$ cat config.mk
export PLATFORM = sky130hd
export DESIGN_NAME = sa_line_loader
export DESIGN_NICKNAME = d
export VERILOG_FILES = /design/src/rtl/sa_pkg.sv /design/src/rtl/sa_line_packer.sv /design/src/rtl/sa_line_loader.sv
export SDC_FILE = /design/constraint.sdc
export NUM_CORES = 2
export LEC_CHECK = 0
export CORE_AREA = 10 10 768 770
export CTS_CLUSTER_DIAMETER = 60
export DETAILED_ROUTE_END_ITERATION = 8
export DIE_AREA = 0 0 778 780
export GPL_TIMING_DRIVEN = 0
export PLACE_DENSITY = 0.47
export SLEW_MARGIN = 10
export SYNTH_ARGS = -nofsm -noshare
export SYNTH_HDL_FRONTEND = slang
export SYNTH_HIERARCHICAL = 1
export SYNTH_SLANG_ARGS = --single-unit
export TNS_END_PERCENT = 100
$ cat constraint.sdc
create_clock -name clk -period 5.9 [get_ports clk]
set_input_delay 1.18 -clock clk [delete_from_list [all_inputs] [get_ports clk]]
set_output_delay 1.18 -clock clk [all_outputs]
set_load 0.005 [all_outputs]
$ cat src/rtl/sa_pkg.sv
// sa_pkg: shared defaults and FSM encoding for the suffix-array line loader.
package sa_pkg;
  localparam int SA_DEPTH          = 18;
  localparam int SA_WIDTHS         = 1920;
  localparam int SA_ADDR_WIDTH     = 5;
  localparam int SA_IN_WIDTH       = 32;
  localparam int SA_WORDS_PER_LINE = SA_WIDTHS / SA_IN_WIDTH;
  typedef enum logic [1:0] {IDLE, FILL, WRITE, DONE} sa_state_e;
endpackage

$ cat src/rtl/sa_line_packer.sv
// sa_line_packer: word counter and line assembly register.
// line_nxt_o already includes the word accepted this cycle, so the loader can register a full line on the last-word edge.
module sa_line_packer import sa_pkg::*; #(
  parameter int IN_WIDTH = SA_IN_WIDTH,
  parameter int WORDS    = SA_WORDS_PER_LINE,
  localparam int LW      = IN_WIDTH * WORDS,
  localparam int CW      = WORDS > 1 ? $clog2(WORDS) : 1
) (
  input  logic                clk,
  input  logic                rst_n,
  input  logic                clr_i,
  input  logic                acc_i,
  input  logic [IN_WIDTH-1:0] word_i,
  output logic                last_o,
  output logic [LW-1:0]       line_nxt_o
);
  logic [CW-1:0] cnt_q, cnt_d;
  logic [LW-1:0] line_q;
  assign last_o = cnt_q == CW'(WORDS - 1);
  assign cnt_d  = clr_i ? '0 : !acc_i ? cnt_q : last_o ? '0 : cnt_q + 1'b1;
  always_comb begin
    line_nxt_o = line_q;
    if (acc_i) line_nxt_o[cnt_q*IN_WIDTH +: IN_WIDTH] = word_i;
  end
  always_ff @(posedge clk or negedge rst_n) begin
    if (!rst_n) begin
      cnt_q  <= '0;
      line_q <= '0;
    end else begin
      cnt_q  <= cnt_d;
      line_q <= line_nxt_o;
    end
  end
endmodule

$ cat src/rtl/sa_line_loader.sv
// sa_line_loader: streams IN_WIDTH words into WIDTHS-bit lines and writes DEPTH lines to SA memory.
// Optional running checksum of accepted words when SA_LOADER_CHECKSUM_EN is defined.
module sa_line_loader import sa_pkg::*; #(
  parameter int DEPTH      = SA_DEPTH,
  parameter int WIDTHS     = SA_WIDTHS,
  parameter int ADDR_WIDTH = SA_ADDR_WIDTH,
  parameter int IN_WIDTH   = SA_IN_WIDTH
) (
  input  logic                  clk,
  input  logic                  rst_n,
  input  logic                  start,
  input  logic [IN_WIDTH-1:0]   in_data,
  input  logic                  in_valid,
  output logic                  in_ready,
  output logic [WIDTHS-1:0]     wData,
  output logic                  wEn,
  output logic [ADDR_WIDTH-1:0] wAddr,
  output logic                  busy,
  output logic                  done
`ifdef SA_LOADER_CHECKSUM_EN
  ,
  output logic [31:0]           checksum
`endif
);
  localparam int WPL = WIDTHS / IN_WIDTH;
  if (WIDTHS % IN_WIDTH != 0 || DEPTH > 2**ADDR_WIDTH) begin : g_bad_cfg
    $error("sa_line_loader: WIDTHS must be a multiple of IN_WIDTH and DEPTH must fit ADDR_WIDTH");
  end
  sa_state_e             state_q, state_d;
  logic [ADDR_WIDTH-1:0] addr_q, addr_d, waddr_q, waddr_d;
  logic [WIDTHS-1:0]     wdata_q, wdata_d, line_nxt;
  logic                  wen_q, wen_d, acc, clr, last;
  assign in_ready = state_q == FILL;
  assign busy     = state_q == FILL || state_q == WRITE;
  assign done     = state_q == DONE;
  assign acc      = in_valid && in_ready;
  assign clr      = start && (state_q == IDLE || state_q == DONE);
  assign wEn      = wen_q;
  assign wData    = wdata_q;
  assign wAddr    = waddr_q;
  sa_line_packer #(.IN_WIDTH(IN_WIDTH), .WORDS(WPL)) u_packer (
    .clk        (clk),
    .rst_n      (rst_n),
    .clr_i      (clr),
    .acc_i      (acc),
    .word_i     (in_data),
    .last_o     (last),
    .line_nxt_o (line_nxt)
  );
  // Output registers load on the last-word edge so wEn is high exactly during WRITE.
  always_comb begin
    state_d = state_q;
    addr_d  = addr_q;
    wen_d   = 1'b0;
    wdata_d = wdata_q;
    waddr_d = waddr_q;
    case (state_q)
      IDLE, DONE: begin
        if (start) begin
          state_d = FILL;
          addr_d  = '0;
        end
      end
      FILL: begin
        if (acc && last) begin
          state_d = WRITE;
          wen_d   = 1'b1;
          wdata_d = line_nxt;
          waddr_d = addr_q;
        end
      end
      default: begin
        state_d = addr_q == ADDR_WIDTH'(DEPTH - 1) ? DONE : FILL;
        addr_d  = addr_q == ADDR_WIDTH'(DEPTH - 1) ? addr_q : addr_q + 1'b1;
      end
    endcase
  end
  always_ff @(posedge clk or negedge rst_n) begin
    if (!rst_n) begin
      state_q <= IDLE;
      addr_q  <= '0;
      wen_q   <= 1'b0;
      wdata_q <= '0;
      waddr_q <= '0;
    end else begin
      state_q <= state_d;
      addr_q  <= addr_d;
      wen_q   <= wen_d;
      wdata_q <= wdata_d;
      waddr_q <= waddr_d;
    end
  end
`ifdef SA_LOADER_CHECKSUM_EN
  logic [31:0] sum_q;
  always_ff @(posedge clk or negedge rst_n) begin
    if (!rst_n) sum_q <= '0;
    else if (clr) sum_q <= '0;
    else if (acc) sum_q <= sum_q + 32'(in_data);
  end
  assign checksum = sum_q;
`endif
endmodule

**Word-level counts from Yosys, hierarchy flattened**

Cells that the tools add are included.

- Bits in latches: 0
- ROM bits: 0
- Logic and storage cells: 46
- Input bits: 36
- Bits in writable memories: 0
- Memories kept: 0
- Register bits: 3859
- Output and inout port bits: 1929

- Shifts and indexed selects: 2
- Muxes and demuxes: 14
- Add/subtract/negate cells: 3
- Divide/modulo/power cells: 0
- Multiply operators: 0
- Bitwise logic cells: 1
- Order comparisons: 0
- Equal/unequal tests: 8
- Reduce and logical (&&, ||, !) cells: 11

Operator list:

| kind | number |
|---|---|
| $bwmux W1920 | 1 |
| $mux W1920 | 1 |
| $shift A32 B34 Y1920 const A | 1 |
| $shiftx A32 B34 Y1920 | 1 |
| $neg A11 Y34 | 1 |
| $mux W6 | 3 |
| $mux W5 | 2 |
| $pmux W5 S2 | 1 |
| $add A6 B1 Y6 const B | 1 |
| $eq A6 B6 Y1 const B | 1 |
| $mux W2 | 3 |
| $add A5 B1 Y5 const B | 1 |
| $eq A5 B5 Y1 const B | 1 |
| $eq A2 B2 Y1 const B | 2 |
| $ne A2 B1 Y1 const B | 2 |
| $pmux W2 S2 | 1 |
| $reduce_and A2 Y1 | 2 |
| $logic_and A1 B1 Y1 | 3 |
| $reduce_and A3 Y1 | 1 |
| $eq A2 B1 Y1 const B | 1 |
| $logic_not A2 Y1 | 1 |
| $logic_or A1 B1 Y1 | 2 |
| $mux W1 | 2 |
| $ne A2 B2 Y1 const B | 1 |
| 3 further kinds | 3 |

**Logic depth before layout (Yosys ltp)**

- Depth in word-level cells: 5
- Mapped depth: 15
- Mapped depth without buffers: 10

**By module**

Netlist, hierarchy kept.

Modules (own cells, without submodules):

| module | sequential area each (sq um) | cells an instance | area each (sq um) | times used |
|---|---|---|---|---|
| sa_line_packer | 48196.2 | 6325 | 73548.0 | 1 |
| sa_line_loader | 48371.4 | 8178 | 72432.0 | 1 |

**Worst setup path before layout**

Ideal clock, no wire load.

- Path kind: flip-flop to flip-flop
- Start: register u_packer.cnt_q[2]
- End: register wdata_q[1571] (netlist: wData[1571])
- Stages on the path, launching flop included: 15
- Buffers on the path: 5
- Setup time: 0.117 ns
- Data required time: 5.783 ns
- Period minus slack after synthesis: 3.312 ns
- Arrival time: 3.195 ns
- Setup slack: 2.588 ns
- Cell sequence: dfrtp_1 -> buf_2 -> buf_2 -> nor3_2 -> nor3b_1 -> ha_1 -> buf_2 -> or3b_1 -> mux2i_1 -> buf_2 -> nand3_1 -> clkbuf_1 -> mux2_1 -> nand2_1 -> nand2_1

- Word-level cells in the longest chain between the ends: 4
- Elaborated cells on any way between the ends: 8
- Classes of those cells: add/sub: 1; eq/ne: 1; shift: 2; mux: 2; reduce/logical: 2

Ends and longest elaborated chain:

| item | line | text |
|---|---|---|
| start, declared | sa_line_packer.sv:17 | `logic [CW-1:0] cnt_q, cnt_d;` |
| start signal, assigned | sa_line_packer.sv:30 | `cnt_q <= cnt_d;` |
| $neg A11 Y34 * | sa_line_packer.sv:23 | `if (acc_i) line_nxt_o[cnt_q*IN_WIDTH +: IN_WIDTH] = word_i;` |
| $shiftx A32 B34 Y1920 / $shift A32 B34 Y1920 (equally long branches) | sa_line_packer.sv:23 |  |
| $bwmux W1920 * | sa_line_packer.sv:23 |  |
| $mux W1920 * | sa_line_packer.sv:23 |  |
| net line_nxt[1571] | sa_line_loader.sv:31 | `logic [WIDTHS-1:0] wdata_q, wdata_d, line_nxt;` |
| end signal, assigned | sa_line_loader.sv:89 | `wdata_q <= wdata_d;` |
| end, declared | sa_line_loader.sv:31 |  |

Mark *: on every way through the listed nets, which the timed path passes. The rest lies on a longest branch.
A chain may end at the register's enable or synchronous reset.

**Final worst setup path**

- Start: register u_packer.cnt_q[2]
- End: register wdata_q[673] (netlist: wData[673])

The elaborated chain is that of the path after synthesis.

==> flow_summary_export.csv <==
group,metric,value,unit
worst_hold_path,min_to,"wData[1733]",
grt,first_pass_grt_wire_length,1100000,µm
yosys,synth_enable_flop_cells,0,
yosys,asyncSetResetFlopFracSynth,100,%
clock_network,clock_insertion_delay_worst_skew,1.07,ns
final_layout,most-common-layout-cells,"sky130_fd_sc_hd__nand2_1, sky130_fd_sc_hd__dfrtp_1, sky130_fd_sc_hd__clkdlybuf4s50_1",
grt,first_global_vias,116000,
grt,grt.overflow.total,0,
detailed_routing,drc,0,
sta,holdWs,0.471,ns
yosys,syn_area_per_cell,10.1,µm²
die,floorplan.die.width,778,µm
final_layout,layout.cell_area.non_filler,193000,µm²
yosys,netlist-cell-type-count,62,
yosys,ys_seq_elements,3859,
worst_setup_path,r2r.worst_path.cells,15,
worst_setup_path,critPathKind,"register to register",
sta,layout_worst_path_cycle_share,102,%
worst_setup_path,crit_required,6.82,ns
sta,setup_viol,2,
clock_network,clockRootBuffer,"sky130_fd_sc_hd__clkbuf_16",
worst_setup_path,worstSetupPathDepth,15,
yosys,synth_flop_cell,"sky130_fd_sc_hd__dfrtp_1",
yosys,synth_compound_area_share,5.35,%
clock_network,worst_setup_hold_path_clk_slew,0.06,ns
worst_setup_path,critical-path-top-cell-by-count,"sky130_fd_sc_hd__buf_2",
worst_setup_path,timing.critical_path.slowest_cell_delay,0.72,ns
yosys,syn_area,146000,µm²
worst_setup_path,crit_path_start_kind,"register",
yosys,synth_mux_area_share,5.50,%
detailed_routing,vias,118000,
clock_network,tritoncts,"yes",
worst_setup_path,cpLargestDelayFamily,"buffers and inverters",
clock_network,clock_sink_count,3859,
detailed_routing,count_of_tritonroute_iterations_in_the_first_routing_pass,6,
grt,grt_start_max_net_pins,152,
final_layout,nFillCells,59500,
worst_setup_path,critPathBufInv,6,
sta,worst-slew-pin-transition,1.40,ns
worst_setup_path,reg2reg_launch_point,"u_packer/cnt_q[2]",
worst_setup_path,critPathSlowestCell,"sky130_fd_sc_hd__o21ai_0",
worst_hold_path,hold_path_startpoint,"wData[1733]",
worst_setup_path,setup.worst_path.end_class,"register",
placed_design,dpl-instance-area,178000,µm²
yosys,yosysWarningCount,6,
die,floorplan.die.height,780,µm
detailed_routing,post_drt_wl_per_cell,33.3,µm
sta,clock.fmax,166,MHz
power_and_ir_drop,ir_drop,0.272,mV
yosys,synthesis.nets,14500,
worst_hold_path,min_path_cells,2,
die,floorplan.io_pins,1965,
sta,report.final.slew_viol_count,0,
yosys,synth_area_leader_cell,"sky130_fd_sc_hd__dfrtp_1",
placed_design,dp.final_hpwl,664000,µm
worst_hold_path,tightest_hold_check_type,"register to register",
clock_network,cts-buffers-inserted,448,
grt,grt_antenna_before_repair,102,
placed_design,port-buffer-count,1964,
clock_network,ctsLongestPathBuffers,4,
power_and_ir_drop,pwr_density_cell,343,nW/µm²
yosys,top_area_cell_type_share_of_the_netlist_area,66.2,%
power_and_ir_drop,p_leak,95.6,nW
yosys,synth_top_family_by_area,"simple AND/OR/NAND/NOR gates",
final_layout,syn_to_layout_area_delta,32.4,%
placed_design,gpl.final_weighted_congestion,0.876,
worst_setup_path,timing.critical_path.cells,"buf_2 > buf_2 > nor3_2 > nor3b_1 > ha_1 > buf_2 > nand3_1 > mux2i_4 > clkbuf_2 > buf_16 > nand3_2 > clkbuf_1 > o21ai_0 > nand2_1 > nand2_1",
sta,grt_setup_unrepaired,"true",
yosys,synth_fa_ha_area_share,0.0686,%
grt,gr-usage-all-layers,26.5,%
sta,relSlewSlack,6.73,%
die,core,575000,µm²
die,die_area,607000,µm²
die,initial_core_util,25.4,%
worst_setup_path,cp_max_fo,11,
sta,finClkSkew,0.102,ns
yosys,post_synth_and_or_nand_nor_area_fraction,20.1,%
worst_setup_path,worst_r2r_endpoint,"wData[673]",
die,num_rows,279,
placed_design,detailedPlace.worstSlack,-0.863,ns
run_status,violations,"negative setup slack",
final_layout,mostFrequentLayoutCell,"sky130_fd_sc_hd__nand2_1",
detailed_routing,antenna_violating_nets_post_route,0,
detailed_routing,detail_route.iter0.violations,10700,
yosys,yosys-top-cells-area,"sky130_fd_sc_hd__dfrtp_1, sky130_fd_sc_hd__nand2_1, sky130_fd_sc_hd__mux2_2, sky130_fd_sc_hd__o21ai_0, sky130_fd_sc_hd__o31ai_1",
worst_setup_path,cp.arrival,6.94,ns
detailed_routing,route.detailed.vias_per_inst,4.71,
final_layout,fin_nets,17100,
run,timing.max_cap.violations,0,
sta,final-hold-violation-count,0,
yosys,synthXorXnorAreaFrac,0.0351,%
sta,final.setup.worst_slack,-0.121,ns
yosys,post_synth_inst_count,14500,
final_layout,final_core_util,33.6,%
yosys,synth.yosys.seq_area_share,66.2,%
sta,layout_min_cycle_time,6.02,ns
final_layout,drive_gt1_share,12.3,%
run_status,run_status,"finished with violations",
detailed_routing,detail_route.wirelength,834000,µm
worst_setup_path,reg2reg_slack,-0.12,ns
clock_network,cts-htree-levels,5,
## registers in the layout, indices dropped and copies added (netlist names)
name	count
wAddr	5
wData	1920
u_packer/line_q	1920
wEn	1
state_q	2
u_packer/cnt_q	6
addr_q	5
## worst max-delay path by stage
stage                           start     endpoint
CTS                 u_packer/cnt_q[2]   wData[704]
global placement                rst_n  wData[1873]
global route        u_packer/cnt_q[2]   wData[956]
detailed placement           in_valid   wData[959]
finish              u_packer/cnt_q[2]   wData[673]
floorplan           u_packer/cnt_q[2]  wData[1571]
## synthesized netlist by cell type, types with 4 or more instances
cell type,number
sky130_fd_sc_hd__nand4_1,5
sky130_fd_sc_hd__nand3_1,111
sky130_fd_sc_hd__clkbuf_1,388
sky130_fd_sc_hd__mux2_1,16
sky130_fd_sc_hd__o211ai_2,9
sky130_fd_sc_hd__buf_1,12
sky130_fd_sc_hd__o31ai_1,383
sky130_fd_sc_hd__nor3_1,6
sky130_fd_sc_hd__a21oi_1,9
sky130_fd_sc_hd__mux2i_1,24
sky130_fd_sc_hd__inv_1,29
sky130_fd_sc_hd__o21ai_0,883
sky130_fd_sc_hd__buf_4,5
sky130_fd_sc_hd__mux2_2,671
sky130_fd_sc_hd__o211ai_1,5
sky130_fd_sc_hd__o2111ai_2,6
sky130_fd_sc_hd__dfrtp_1,3859
sky130_fd_sc_hd__or2_2,4
sky130_fd_sc_hd__buf_2,468
sky130_fd_sc_hd__ha_1,8
sky130_fd_sc_hd__nor2b_1,32
sky130_fd_sc_hd__nand2_1,7177
sky130_fd_sc_hd__and2_1,5
sky130_fd_sc_hd__nor2_1,276
sky130_fd_sc_hd__nor3b_1,4
sky130_fd_sc_hd__nand2b_1,47
## cell families (layout without fill, tap and decap cells)
| group | Yosys count | after routing |
|---|---|---|
| compound gates | 1319 | 1319 |
| xor+xnor | 5 | 5 |
| fa+ha+maj | 8 | 8 |
| buf+inv | 905 | 3799 |
| flops | 3859 | 3859 |
| mux | 714 | 714 |
| other cells | 0 | 78 |
| simple gates | 7693 | 7693 |
## power breakdown
part	switching (W)	internal (W)	leakage, nW
registers	0.0000655	0.0266	53.8
clock network	0.0122	0.0172	7.58
logic	0.00868	0.00153	34.3
total	0.0210	0.0453	95.6
## through the flow
stage                     setup TNS (ns)  total power (W)  instances
after global placement                 -           0.0365      24100
after global routing             -0.0985           0.0681      25000
after CTS                              0           0.0669      25000
after detailed placement          -58.68           0.0374      24200
final                             -0.157           0.0663      25100
after floorplan                        0           0.0301      14500
## routing by layer
metal	up-vias	wire, µm	track usage [%]
met1	60900	324000	31.7
met4	12	41100	11.1
li1	51600	-	-
met3	1014	80900	9.42
met2	4524	388000	43.1
met5	-	81	0
## repair_timing
action                     CTS  global route
pin swaps                    1             0
gates resized for setup     22             9
hold buffers                 1             0
setup endpoints to repair  141            20
hold endpoints to repair    38             0
setup buffers                0             2
## worst register-to-register path, cell delays in order, from the launching register on
cell	delay [ns]
sky130_fd_sc_hd__dfrtp_1	0.36
sky130_fd_sc_hd__buf_2	0.17
sky130_fd_sc_hd__buf_2	0.23
sky130_fd_sc_hd__nor3_2	0.52
sky130_fd_sc_hd__nor3b_1	0.25
sky130_fd_sc_hd__ha_1	0.14
sky130_fd_sc_hd__buf_2	0.42
sky130_fd_sc_hd__nand3_1	0.29
sky130_fd_sc_hd__mux2i_4	0.67
sky130_fd_sc_hd__clkbuf_2	0.56
sky130_fd_sc_hd__buf_16	0.23
sky130_fd_sc_hd__nand3_2	0.52
sky130_fd_sc_hd__clkbuf_1	0.61
sky130_fd_sc_hd__o21ai_0	0.72
sky130_fd_sc_hd__nand2_1	0.14
sky130_fd_sc_hd__nand2_1	0.09
## layout make-up
class	count	area [µm²]	share of cell area, %
clock inverters	177	2400	1.24
well taps	7587	9490	4.91
plain buffers	875	3950	2.04
inverters	30	113	0.0582
clock buffers	642	13000	6.74
diodes	78	195	0.101
multi-input cells	9739	45700	23.6
flip-flops and latches	3859	96600	49.9
repair buffers	2075	21900	11.3
No activity file was read; power rests on OpenSTA's default activity.
